## src/rtl/ddr_axi_pkg.sv

```systemverilog
// ---------------------------------------------------------------------------
// ddr_axi_pkg
//   Shared definitions for the DDR AXI4 burst master:
//     state_t           - engine FSM states
//     AXI_BURST_INCR    - AXI INCR burst encoding
//     AXI_RESP_OKAY     - AXI OKAY response encoding
//     size_from_width() - AXI AxSIZE code for a data bus width in bits
// ---------------------------------------------------------------------------
package ddr_axi_pkg;

   typedef enum logic [2:0] {
      ST_IDLE,
      ST_AW,
      ST_W,
      ST_B,
      ST_AR,
      ST_R
   } state_t;

   localparam logic [1:0] AXI_BURST_INCR = 2'b01;
   localparam logic [1:0] AXI_RESP_OKAY  = 2'b00;

   // AxSIZE = log2(bytes per beat); widths from 8 to 1024 bits are recognised.
   function automatic logic [2:0] size_from_width(input int data_w);
      logic [2:0] s;
      s = 3'd0;
      for (int i = 0; i < 8; i++) begin
         if ((8 << i) == data_w) begin
            s = 3'(i);
         end
      end
      return s;
   endfunction

endpackage

```

## src/rtl/ddr_axi_master.sv

```systemverilog
// ---------------------------------------------------------------------------
// ddr_axi_master
//   AXI4 master at the DDR end of the frame-buffer burst-request interface.
//   Accepts one write or read burst request at a time, drives the MIG AXI4
//   channels, pulls write beats from an FWFT write FIFO and pushes read beats
//   into the read FIFO. One burst in flight, single clock domain ui_clk.
//
//   Ports
//     ui_clk, ui_rst_n            clock, asynchronous active-low reset
//     calib_done                  MIG calibration complete; gates all grants
//     wr_/rd_brust_req/addr/len   burst requests (level, sampled in IDLE)
//     wr_ready / rd_ready         engine idle and calibrated
//     wr_fifo_re / wr_fifo_data   write FIFO pop / head (FWFT)
//     rd_fifo_we / rd_fifo_data   read FIFO push / data
//     wr_/rd_brust_finish         one-cycle burst completion pulses
//     m_axi_aw*, w*, b*, ar*, r*  AXI4 master channels
//     axi_err                     sticky: any non-OKAY BRESP/RRESP seen
//
//   Configuration macro
//     DDR_RD_PRIO_EN  defined: reads win every simultaneous request;
//                     undefined: simultaneous requests alternate (round-robin).
// ---------------------------------------------------------------------------
module ddr_axi_master
   import ddr_axi_pkg::*;
#(
   parameter int DATA_W  = 64,
   parameter int ADDR_W  = 32,
   parameter int MAX_LEN = 256
) (
   input  logic                ui_clk,
   input  logic                ui_rst_n,
   input  logic                calib_done,
   input  logic                wr_brust_req,
   input  logic [ADDR_W-1:0]   wr_brust_addr,
   input  logic [9:0]          wr_brust_len,
   input  logic                rd_brust_req,
   input  logic [ADDR_W-1:0]   rd_brust_addr,
   input  logic [9:0]          rd_brust_len,
   output logic                wr_ready,
   output logic                rd_ready,
   output logic                wr_fifo_re,
   input  logic [DATA_W-1:0]   wr_fifo_data,
   output logic                wr_brust_finish,
   output logic                rd_brust_finish,
   output logic                rd_fifo_we,
   output logic [DATA_W-1:0]   rd_fifo_data,
   output logic [ADDR_W-1:0]   m_axi_awaddr,
   output logic [7:0]          m_axi_awlen,
   output logic [2:0]          m_axi_awsize,
   output logic [1:0]          m_axi_awburst,
   output logic                m_axi_awvalid,
   input  logic                m_axi_awready,
   output logic [DATA_W-1:0]   m_axi_wdata,
   output logic [DATA_W/8-1:0] m_axi_wstrb,
   output logic                m_axi_wlast,
   output logic                m_axi_wvalid,
   input  logic                m_axi_wready,
   input  logic [1:0]          m_axi_bresp,
   input  logic                m_axi_bvalid,
   output logic                m_axi_bready,
   output logic [ADDR_W-1:0]   m_axi_araddr,
   output logic [7:0]          m_axi_arlen,
   output logic [2:0]          m_axi_arsize,
   output logic [1:0]          m_axi_arburst,
   output logic                m_axi_arvalid,
   input  logic                m_axi_arready,
   input  logic [DATA_W-1:0]   m_axi_rdata,
   input  logic [1:0]          m_axi_rresp,
   input  logic                m_axi_rlast,
   input  logic                m_axi_rvalid,
   output logic                m_axi_rready,
   output logic                axi_err
);

   localparam int         STRB_W    = DATA_W / 8;
   localparam logic [2:0] AXI_SIZE  = size_from_width(DATA_W);
   localparam logic [9:0] MAX_LEN_L = 10'(MAX_LEN);

   // AXI length field (beats - 1) with len 0 promoted to 1 and long bursts clamped.
   function automatic logic [7:0] axi_len(input logic [9:0] l);
      if (l == 10'd0) begin
         return 8'd0;
      end else if (l > MAX_LEN_L) begin
         return 8'(MAX_LEN_L - 10'd1);
      end else begin
         return 8'(l - 10'd1);
      end
   endfunction

   state_t            state_q, state_d;
   logic              last_rd_q, last_rd_d;   // previous grant went to the read side
   logic [ADDR_W-1:0] addr_q, addr_d;         // shared by AW and AR: one burst in flight
   logic [7:0]        alen_q, alen_d;
   logic [9:0]        beat_q, beat_d;
   logic              ready_q, ready_d;
   logic              awvalid_q, awvalid_d;
   logic              wvalid_q, wvalid_d;
   logic              wlast_q, wlast_d;
   logic              bready_q, bready_d;
   logic              arvalid_q, arvalid_d;
   logic              rready_q, rready_d;
   logic              wr_fin_q, wr_fin_d;
   logic              rd_fin_q, rd_fin_d;
   logic              err_q, err_d;
   logic              grant_wr, grant_rd;
   logic              w_hs, r_hs;

   assign w_hs = wvalid_q & m_axi_wready;
   assign r_hs = rready_q & m_axi_rvalid;

   always_comb begin
      grant_wr = 1'b0;
      grant_rd = 1'b0;
      if (state_q == ST_IDLE && calib_done) begin
         if (wr_brust_req && rd_brust_req) begin
`ifdef DDR_RD_PRIO_EN
            grant_rd = 1'b1;
`else
            grant_wr = last_rd_q;
            grant_rd = ~last_rd_q;
`endif
         end else begin
            grant_wr = wr_brust_req;
            grant_rd = rd_brust_req;
         end
      end
   end

   always_comb begin
      state_d   = state_q;
      last_rd_d = last_rd_q;
      addr_d    = addr_q;
      alen_d    = alen_q;
      beat_d    = beat_q;
      err_d     = err_q;
      wr_fin_d  = 1'b0;
      rd_fin_d  = 1'b0;
      case (state_q)
         ST_IDLE: begin
            if (grant_wr) begin
               state_d   = ST_AW;
               last_rd_d = 1'b0;
               addr_d    = wr_brust_addr;
               alen_d    = axi_len(wr_brust_len);
               beat_d    = 10'd0;
            end else if (grant_rd) begin
               state_d   = ST_AR;
               last_rd_d = 1'b1;
               addr_d    = rd_brust_addr;
               alen_d    = axi_len(rd_brust_len);
               beat_d    = 10'd0;
            end
         end
         ST_AW: if (awvalid_q && m_axi_awready) state_d = ST_W;
         ST_W: begin
            if (w_hs) begin
               beat_d = beat_q + 10'd1;
               if (wlast_q) state_d = ST_B;
            end
         end
         ST_B: begin
            if (m_axi_bvalid) begin
               wr_fin_d = 1'b1;
               state_d  = ST_IDLE;
               if (m_axi_bresp != AXI_RESP_OKAY) err_d = 1'b1;
            end
         end
         ST_AR: if (arvalid_q && m_axi_arready) state_d = ST_R;
         ST_R: begin
            // Read termination follows the slave's RLAST, not the beat count.
            if (r_hs) begin
               beat_d = beat_q + 10'd1;
               if (m_axi_rresp != AXI_RESP_OKAY) err_d = 1'b1;
               if (m_axi_rlast) begin
                  rd_fin_d = 1'b1;
                  state_d  = ST_IDLE;
               end
            end
         end
         default: state_d = ST_IDLE;
      endcase
      // Channel controls are registered from the next state so they line up
      // with the state they belong to.
      ready_d   = (state_d == ST_IDLE) && calib_done;
      awvalid_d = (state_d == ST_AW);
      wvalid_d  = (state_d == ST_W);
      wlast_d   = (state_d == ST_W) && (beat_d == {2'b00, alen_d});
      bready_d  = (state_d == ST_B);
      arvalid_d = (state_d == ST_AR);
      rready_d  = (state_d == ST_R);
   end

   always_ff @(posedge ui_clk or negedge ui_rst_n) begin
      if (!ui_rst_n) begin
         state_q   <= ST_IDLE;
         last_rd_q <= 1'b1;
         addr_q    <= '0;
         alen_q    <= '0;
         beat_q    <= '0;
         ready_q   <= 1'b0;
         awvalid_q <= 1'b0;
         wvalid_q  <= 1'b0;
         wlast_q   <= 1'b0;
         bready_q  <= 1'b0;
         arvalid_q <= 1'b0;
         rready_q  <= 1'b0;
         wr_fin_q  <= 1'b0;
         rd_fin_q  <= 1'b0;
         err_q     <= 1'b0;
      end else begin
         state_q   <= state_d;
         last_rd_q <= last_rd_d;
         addr_q    <= addr_d;
         alen_q    <= alen_d;
         beat_q    <= beat_d;
         ready_q   <= ready_d;
         awvalid_q <= awvalid_d;
         wvalid_q  <= wvalid_d;
         wlast_q   <= wlast_d;
         bready_q  <= bready_d;
         arvalid_q <= arvalid_d;
         rready_q  <= rready_d;
         wr_fin_q  <= wr_fin_d;
         rd_fin_q  <= rd_fin_d;
         err_q     <= err_d;
      end
   end

   assign wr_ready        = ready_q;
   assign rd_ready        = ready_q;
   assign wr_brust_finish = wr_fin_q;
   assign rd_brust_finish = rd_fin_q;
   assign axi_err         = err_q;

   // FWFT head is presented directly; the pop coincides with the W handshake.
   assign wr_fifo_re    = w_hs;
   assign m_axi_wdata   = {DATA_W{wvalid_q}} & wr_fifo_data;
   assign m_axi_wstrb   = {STRB_W{wvalid_q}};
   assign m_axi_wlast   = wlast_q;
   assign m_axi_wvalid  = wvalid_q;

   assign m_axi_awaddr  = addr_q;
   assign m_axi_awlen   = alen_q;
   assign m_axi_awsize  = awvalid_q ? AXI_SIZE : 3'd0;
   assign m_axi_awburst = awvalid_q ? AXI_BURST_INCR : 2'd0;
   assign m_axi_awvalid = awvalid_q;
   assign m_axi_bready  = bready_q;

   assign m_axi_araddr  = addr_q;
   assign m_axi_arlen   = alen_q;
   assign m_axi_arsize  = arvalid_q ? AXI_SIZE : 3'd0;
   assign m_axi_arburst = arvalid_q ? AXI_BURST_INCR : 2'd0;
   assign m_axi_arvalid = arvalid_q;
   assign m_axi_rready  = rready_q;

   assign rd_fifo_we    = r_hs;
   assign rd_fifo_data  = m_axi_rdata;

endmodule

```

## config.mk

```make
export PLATFORM = sky130hd
export DESIGN_NAME = ddr_axi_master
export DESIGN_NICKNAME = d
export VERILOG_FILES = /design/src/rtl/ddr_axi_pkg.sv /design/src/rtl/ddr_axi_master.sv
export SDC_FILE = /design/constraint.sdc
export NUM_CORES = 1
export LEC_CHECK = 0
export CORE_AREA = 2 2 180 182
export DETAILED_ROUTE_END_ITERATION = 10
export DIE_AREA = 0 0 182 184
export SYNTH_ARGS = -nofsm -noshare
export SYNTH_HDL_FRONTEND = slang
export SYNTH_SLANG_ARGS = --single-unit
export TNS_END_PERCENT = 20
```

## constraint.sdc

```tcl
create_clock -name ui_clk -period 5.2 [get_ports ui_clk]
set_clock_uncertainty 0.05 [all_clocks]
set_input_delay 1.3 -clock ui_clk [delete_from_list [all_inputs] [get_ports ui_clk]]
set_output_delay 1.3 -clock ui_clk [all_outputs]
set_load 0.01 [all_outputs]
```

# ---- Word-level counts from Yosys, hierarchy flattened
# Cells that the tools add are included.
dict set report totals {
  ff_bits 64
  romBits 0
  latch_bits 0
  output_inout_bits 239
  ramBits 0
  mem_count 0
  wordCells 99
}
dict set report classes {
  div 0
  n_shift 0
  add_sub_neg 3
  mux 44
  n_reduce_logical 16
  bitwise 4
  n_eq_ne 15
  magnitude_cmp 2
  multipliers 0
}
# op count
set op_table {}
lappend op_table {{bitwise AND 64 bit} 1}
lappend op_table {{2-to-1 mux 32 bit} 2}
lappend op_table {{2-to-1 mux 8 bit} 7}
lappend op_table {{2-to-1 mux 10 bit} 4}
lappend op_table {{case mux 10 bit (3 select lines)} 1}
lappend op_table {{2-to-1 mux 3 bit} 9}
lappend op_table {{> comparator 10 x 9 -> 1 bit, second input constant} 2}
lappend op_table {{logical NOT 10 bit} 2}
lappend op_table {{case mux 3 bit (6 select lines)} 1}
lappend op_table {{2-to-1 mux 1 bit} 17}
lappend op_table {{subtractor 8 x 1 -> 8 bit, second input constant} 2}
lappend op_table {{== test 3 x 2 -> 1 bit, second input constant} 4}
lappend op_table {{== test 3 bit, second input constant} 4}
lappend op_table {{adder 10 x 1 -> 10 bit, second input constant} 1}
lappend op_table {{== test 10 x 8 -> 1 bit} 1}
lappend op_table {{!= test 2 bit, second input constant} 4}
lappend op_table {{nonzero test 2 bit} 4}
lappend op_table {{== test 3 x 1 -> 1 bit, second input constant} 2}
lappend op_table {{logical AND 1 bit} 6}
lappend op_table {{logical NOT 3 bit} 2}
lappend op_table {{AND reduction 5 bit} 1}
lappend op_table {{2-to-1 mux 2 bit} 2}
lappend op_table {{bitwise AND 1 bit} 2}
lappend op_table {{case mux 1 bit (2 select lines)} 1}
lappend op_table {{other kinds (2)} 2}

# ---- Logic depth before layout (Yosys ltp)
dict set report depth {
  depth_word 8
  mapped_depth 9
  depth_no_buf 9
}

# ---- Least setup slack after synthesis
# OpenSTA, ideal clock, no wires.
dict set report synth_timing {
  path_type {input to register}
  start {input port rd_brust_len[0]}
  end {register wlast_q (netlist: m_axi_wlast)}
  path_buffers 0
  path_stages 9
  setup_slack_ns 1.462
  arrival_ns 3.593
  setup_time_ns 0.096
  cell_sequence {inv_1 -> ha_1 -> or3b_2 -> o32ai_2 -> a211oi_1 -> a221o_1 -> and3_1 -> or4_4 -> nor4_2}
}
dict set report synth_between {
  elab_chain_cells 8
  elab_cells_between_ends 10
  cone_classes {add/sub: 1; order compare: 1; eq/ne: 1; mux: 5; reduce/logical: 2}
}
# item line_no
set synth_lines {}
lappend synth_lines {{start, declared} ddr_axi_master.sv:38} ;# input logic [9:0] rd_brust_len,
lappend synth_lines {{subtractor 8 x 1 -> 8 bit / > comparator 10 x 9 -> 1 bit (equally long branches)} {ddr_axi_master.sv:86, ddr_axi_master.sv:83}}
lappend synth_lines {{2-to-1 mux 8 bit} ddr_axi_master.sv:83} ;# end else if (l > MAX_LEN_L) begin
lappend synth_lines {{2-to-1 mux 8 bit *} ddr_axi_master.sv:81} ;# if (l == 10'd0) begin
lappend synth_lines {{2-to-1 mux 8 bit *} ddr_axi_master.sv:146} ;# end else if (grant_rd) begin
lappend synth_lines {{2-to-1 mux 8 bit *} ddr_axi_master.sv:140} ;# if (grant_wr) begin
lappend synth_lines {{2-to-1 mux 8 bit *} ddr_axi_master.sv:138} ;# case (state_q)
lappend synth_lines {{net alen_d[2]} ddr_axi_master.sv:93} ;# logic [7:0] alen_q, alen_d;
lappend synth_lines {{== test 10 x 8 -> 1 bit *} ddr_axi_master.sv:187} ;# wlast_d = (state_d == ST_W) && (beat_d == {2'b00, alen_d});
lappend synth_lines {{logical AND 1 bit *} ddr_axi_master.sv:187}
lappend synth_lines {{net wlast_d} ddr_axi_master.sv:98} ;# logic wlast_q, wlast_d;
lappend synth_lines {{end signal, assigned} ddr_axi_master.sv:219} ;# wlast_q <= wlast_d;
lappend synth_lines {{end, declared} ddr_axi_master.sv:98}
# The timed path passes the listed nets; every way through them passes the cells marked *.
# A chain may end at the register's enable or synchronous reset.

# ---- Worst setup path in the final report
# Same ends and word-level chain as after synthesis.

==> impl_metrics.yaml <==
cts:
  cts_root_buffer: "clkbuf_16"
  cts.hold.buffers_added: 0
  postCtsSetupRepairBufs: 0
  cts.sinks: 64
  htree_levels: 3
  cts_resized: 0
  cts_tree: "done"
  clk_path_buf_depth: 2
  cts_inserted_buffers: 9
  clkTransAtPathRegs_ps: 60
  clk_latency_ps: 330
final_layout:
  syn2layout_area_growth_pct: 64.3
  layout.nets: 995
  final_layout_size_suffix_gt1_share_pct: 5.61
  stdcell_count: 1172
  fillers: 3350
die:
  core_area_sq_um: 31400
  die_area_sq_um: 33500
  chipWidth_um: 182
  dieHeight_um: 184
  rows: 65
  start_util_pct: 15.7
  ios: 466
power:
  p_sw_mw: 1.11
  clock_power_share_pct: 19.6
  p_int_mw: 2.00
  p_per_area_nw_per_um2: 385
  ir_drop_mv: 0.185
  power.share.sequential_pct: 29.5
  sw_frac_of_total_pct: 35.6
  leakage_nw: 3.33
  p_comb_share_pct: 50.9
global_routing:
  antenna_found_initial: 8
  grt_pass1_wl_um: 29200
  first_global_vias: 4710
  grt_overflow: 0
  grt_usage_pct: 12.0
  grt_start_max_net_pins: 76
route:
  drt_iter0_drc: 225
  routed_via_density: 3.97
  drtAntennaViolNets: 0
  num_vias: 4655
  wl_per_cell_um: 17.9
  drc_errors: 0
  dr.pass1.iters: 4
  routed_wl_um: 20900
logic_synthesis:
  yosysTopAreaCellShare_pct: 32.0
  synth_seq_area_share_pct: 32.6
  yosysMostFrequentCell: "buf_4"
  avgSynthCellArea_sq_um: 8.82
  synth.distinct_cells: 60
  synth_edf_count: 0
  synth-seq-cells: 64
  ys.flop_type: "dfrtp_1"
  yosys-top-cells-area: "dfrtp_1 (32%), buf_4 (19%), and2_1 (8.6%), mux2i_1 (6.5%), o21ai_0 (4.0%)"
  synthArstFlopShare_pct: 100
  syn_inst: 558
  synth_area_leader_cell: "dfrtp_1"
  ys_warn_count: 0
  syn_area_sq_um: 4920
  ys_top_cells_by_count: "buf_4 (123), and2_1 (68), dfrtp_1 (63)"
timing:
  final.period_utilization_pct: 79.3
  drv_slew: 0
  maxSlewHeadroom_pct: 40.5
  setup_viol: 0
  fin_crit_ps: 4120
  fmax_mhz: 243
  worstMarginPinSlew_ps: 892
  final.setup.tns_ps: 0
  rsz0062_at_grt: "no"
  hold_viol: 0
worst_setup_path:
  startpoint_type: "input pin"
  crit_path_max_fanout: 7
  cp-end-kind: "flip-flop"
  required_ps: 5380
  path_cells: "clkdlybuf4s50_1 > inv_1 > ha_1 > or3b_2 > o32ai_2 > a211oi_1 > a221o_1 > and3_1 > or4_4 > nor4_2"
  slowest_stage: "or3b_2"
  crit_arrival_ps: 4310
  critPathMaxStageDelay_ps: 480
  critical_path_class: "in2reg"
placement:
  place_congestion: 0.812
  portBuffers: 333
  hpwl_um: 17400
  dpl.cell_count: 1154
flow_run:
  maxCapViolCount: 0
outcome:
  status: "finished, final reports clean"
worst_hold_path:
  min_path_type: "reg2reg"
sequential cells by signal (all words and copies together) (netlist names), 3 cells and up:
| signal | cells |
|---|---|
| m_axi_araddr | 32 |
| state_q | 3 |
| m_axi_arlen | 8 |
| beat_q | 10 |
layer usage:
metal / share of wire (%) / routed length, um / GRT usage [%]
met5: 0.086 / 18 / 0
met4: 2.2 / 454 / 3.87
met3: 7.5 / 1570 / 3.03
met2: 55 / 11500 / 24.5
met1: 35 / 7380 / 11.5
critical path: cells and delay by family:
| family | cells | cell delay [ps] |
|---|---|---|
| AO/OA/AOI/OAI | 3 | 890 |
| AND/OR/NAND/NOR | 4 | 1380 |
| buffers and inverters | 2 | 560 |
| adder cells (fa/ha/maj) | 1 | 160 |
placed cells by master (no fill, tap or decap), drive strengths merged, types with 6 or more instances in the layout:
cell           instances
nand2                 47
a21oi                 18
dfrtp                 63
nor4                   7
xnor2                 10
nor3b                  6
o21ai                 39
clkbuf                11
inv                    7
and2                  68
clkdlybuf4s50        332
nor2                  13
mux2i                 32
or2                    6
nand2b                 6
layout make-up:
cell class / count / area [sq um] / area share [%]
Timing Repair Buffer: 336 / 3350 / 41.5
Multi-Input combinational cell: 345 / 2310 / 28.5
Clock inverter: 4 / 45.0 / 0.557
Antenna cell: 3 / 7.51 / 0.0928
Tap cell: 402 / 503 / 6.22
Inverter: 7 / 26.3 / 0.325
Clock buffer: 11 / 243 / 3.00
Sequential cell: 64 / 1600 / 19.8
stage by stage:
stage	cell area, sq um	power (mW)	hold WS [ps]	setup WS, ps	utilization, %
final	8090	3.11	414	1080	25.8
after global placement	7790	2.52	394	817	24.8
after detailed placement	7790	2.53	406	708	24.8
after global routing	8080	3.32	441	946	25.7
after CTS	8080	3.18	417	1090	25.7
after floorplan	4930	1.77	394	1460	-
power by group through the flow:
stage	sequential (mW)	combinational (mW)	clock, mW
CTS	0.930	1.61	0.639
global placement	0.930	1.59	0
finish	0.916	1.58	0.611
global route	0.956	1.71	0.655
floorplan	0.908	0.864	0
detailed placement	0.926	1.60	0
final timing paths:
kind | startpoint | to | slack (ps) | depth (start not counted)
hold reg to reg | last_rd_q$_DFFE_PN1P_ | last_rd_q$_DFFE_PN1P_ | 410 | 2
setup / recovery | rd_brust_len[0] | m_axi_wlast$_DFF_PN0_ | 1080 | 10
min in group asynchronous | ui_rst_n | m_axi_araddr[2]$_DFFE_PN0P_ | 1030 | 1
hold / removal | last_rd_q$_DFFE_PN1P_ | last_rd_q$_DFFE_PN1P_ | 410 | 2
max in group asynchronous | ui_rst_n | m_axi_wvalid$_DFF_PN0_ | 3420 | 1
setup reg to reg | m_axi_wvalid$_DFF_PN0_ | m_axi_wlast$_DFF_PN0_ | 2100 | 7
cell families after synthesis:
logic type | synth area share [%]
flops | 32.6
simple gates | 23.5
other cells | 0.0762
fa+ha+maj | 1.27
mux | 6.51
xor+xnor | 2.13
compound gates | 13.0
buf+inv | 21.0
(Power assumes the default switching activity.)
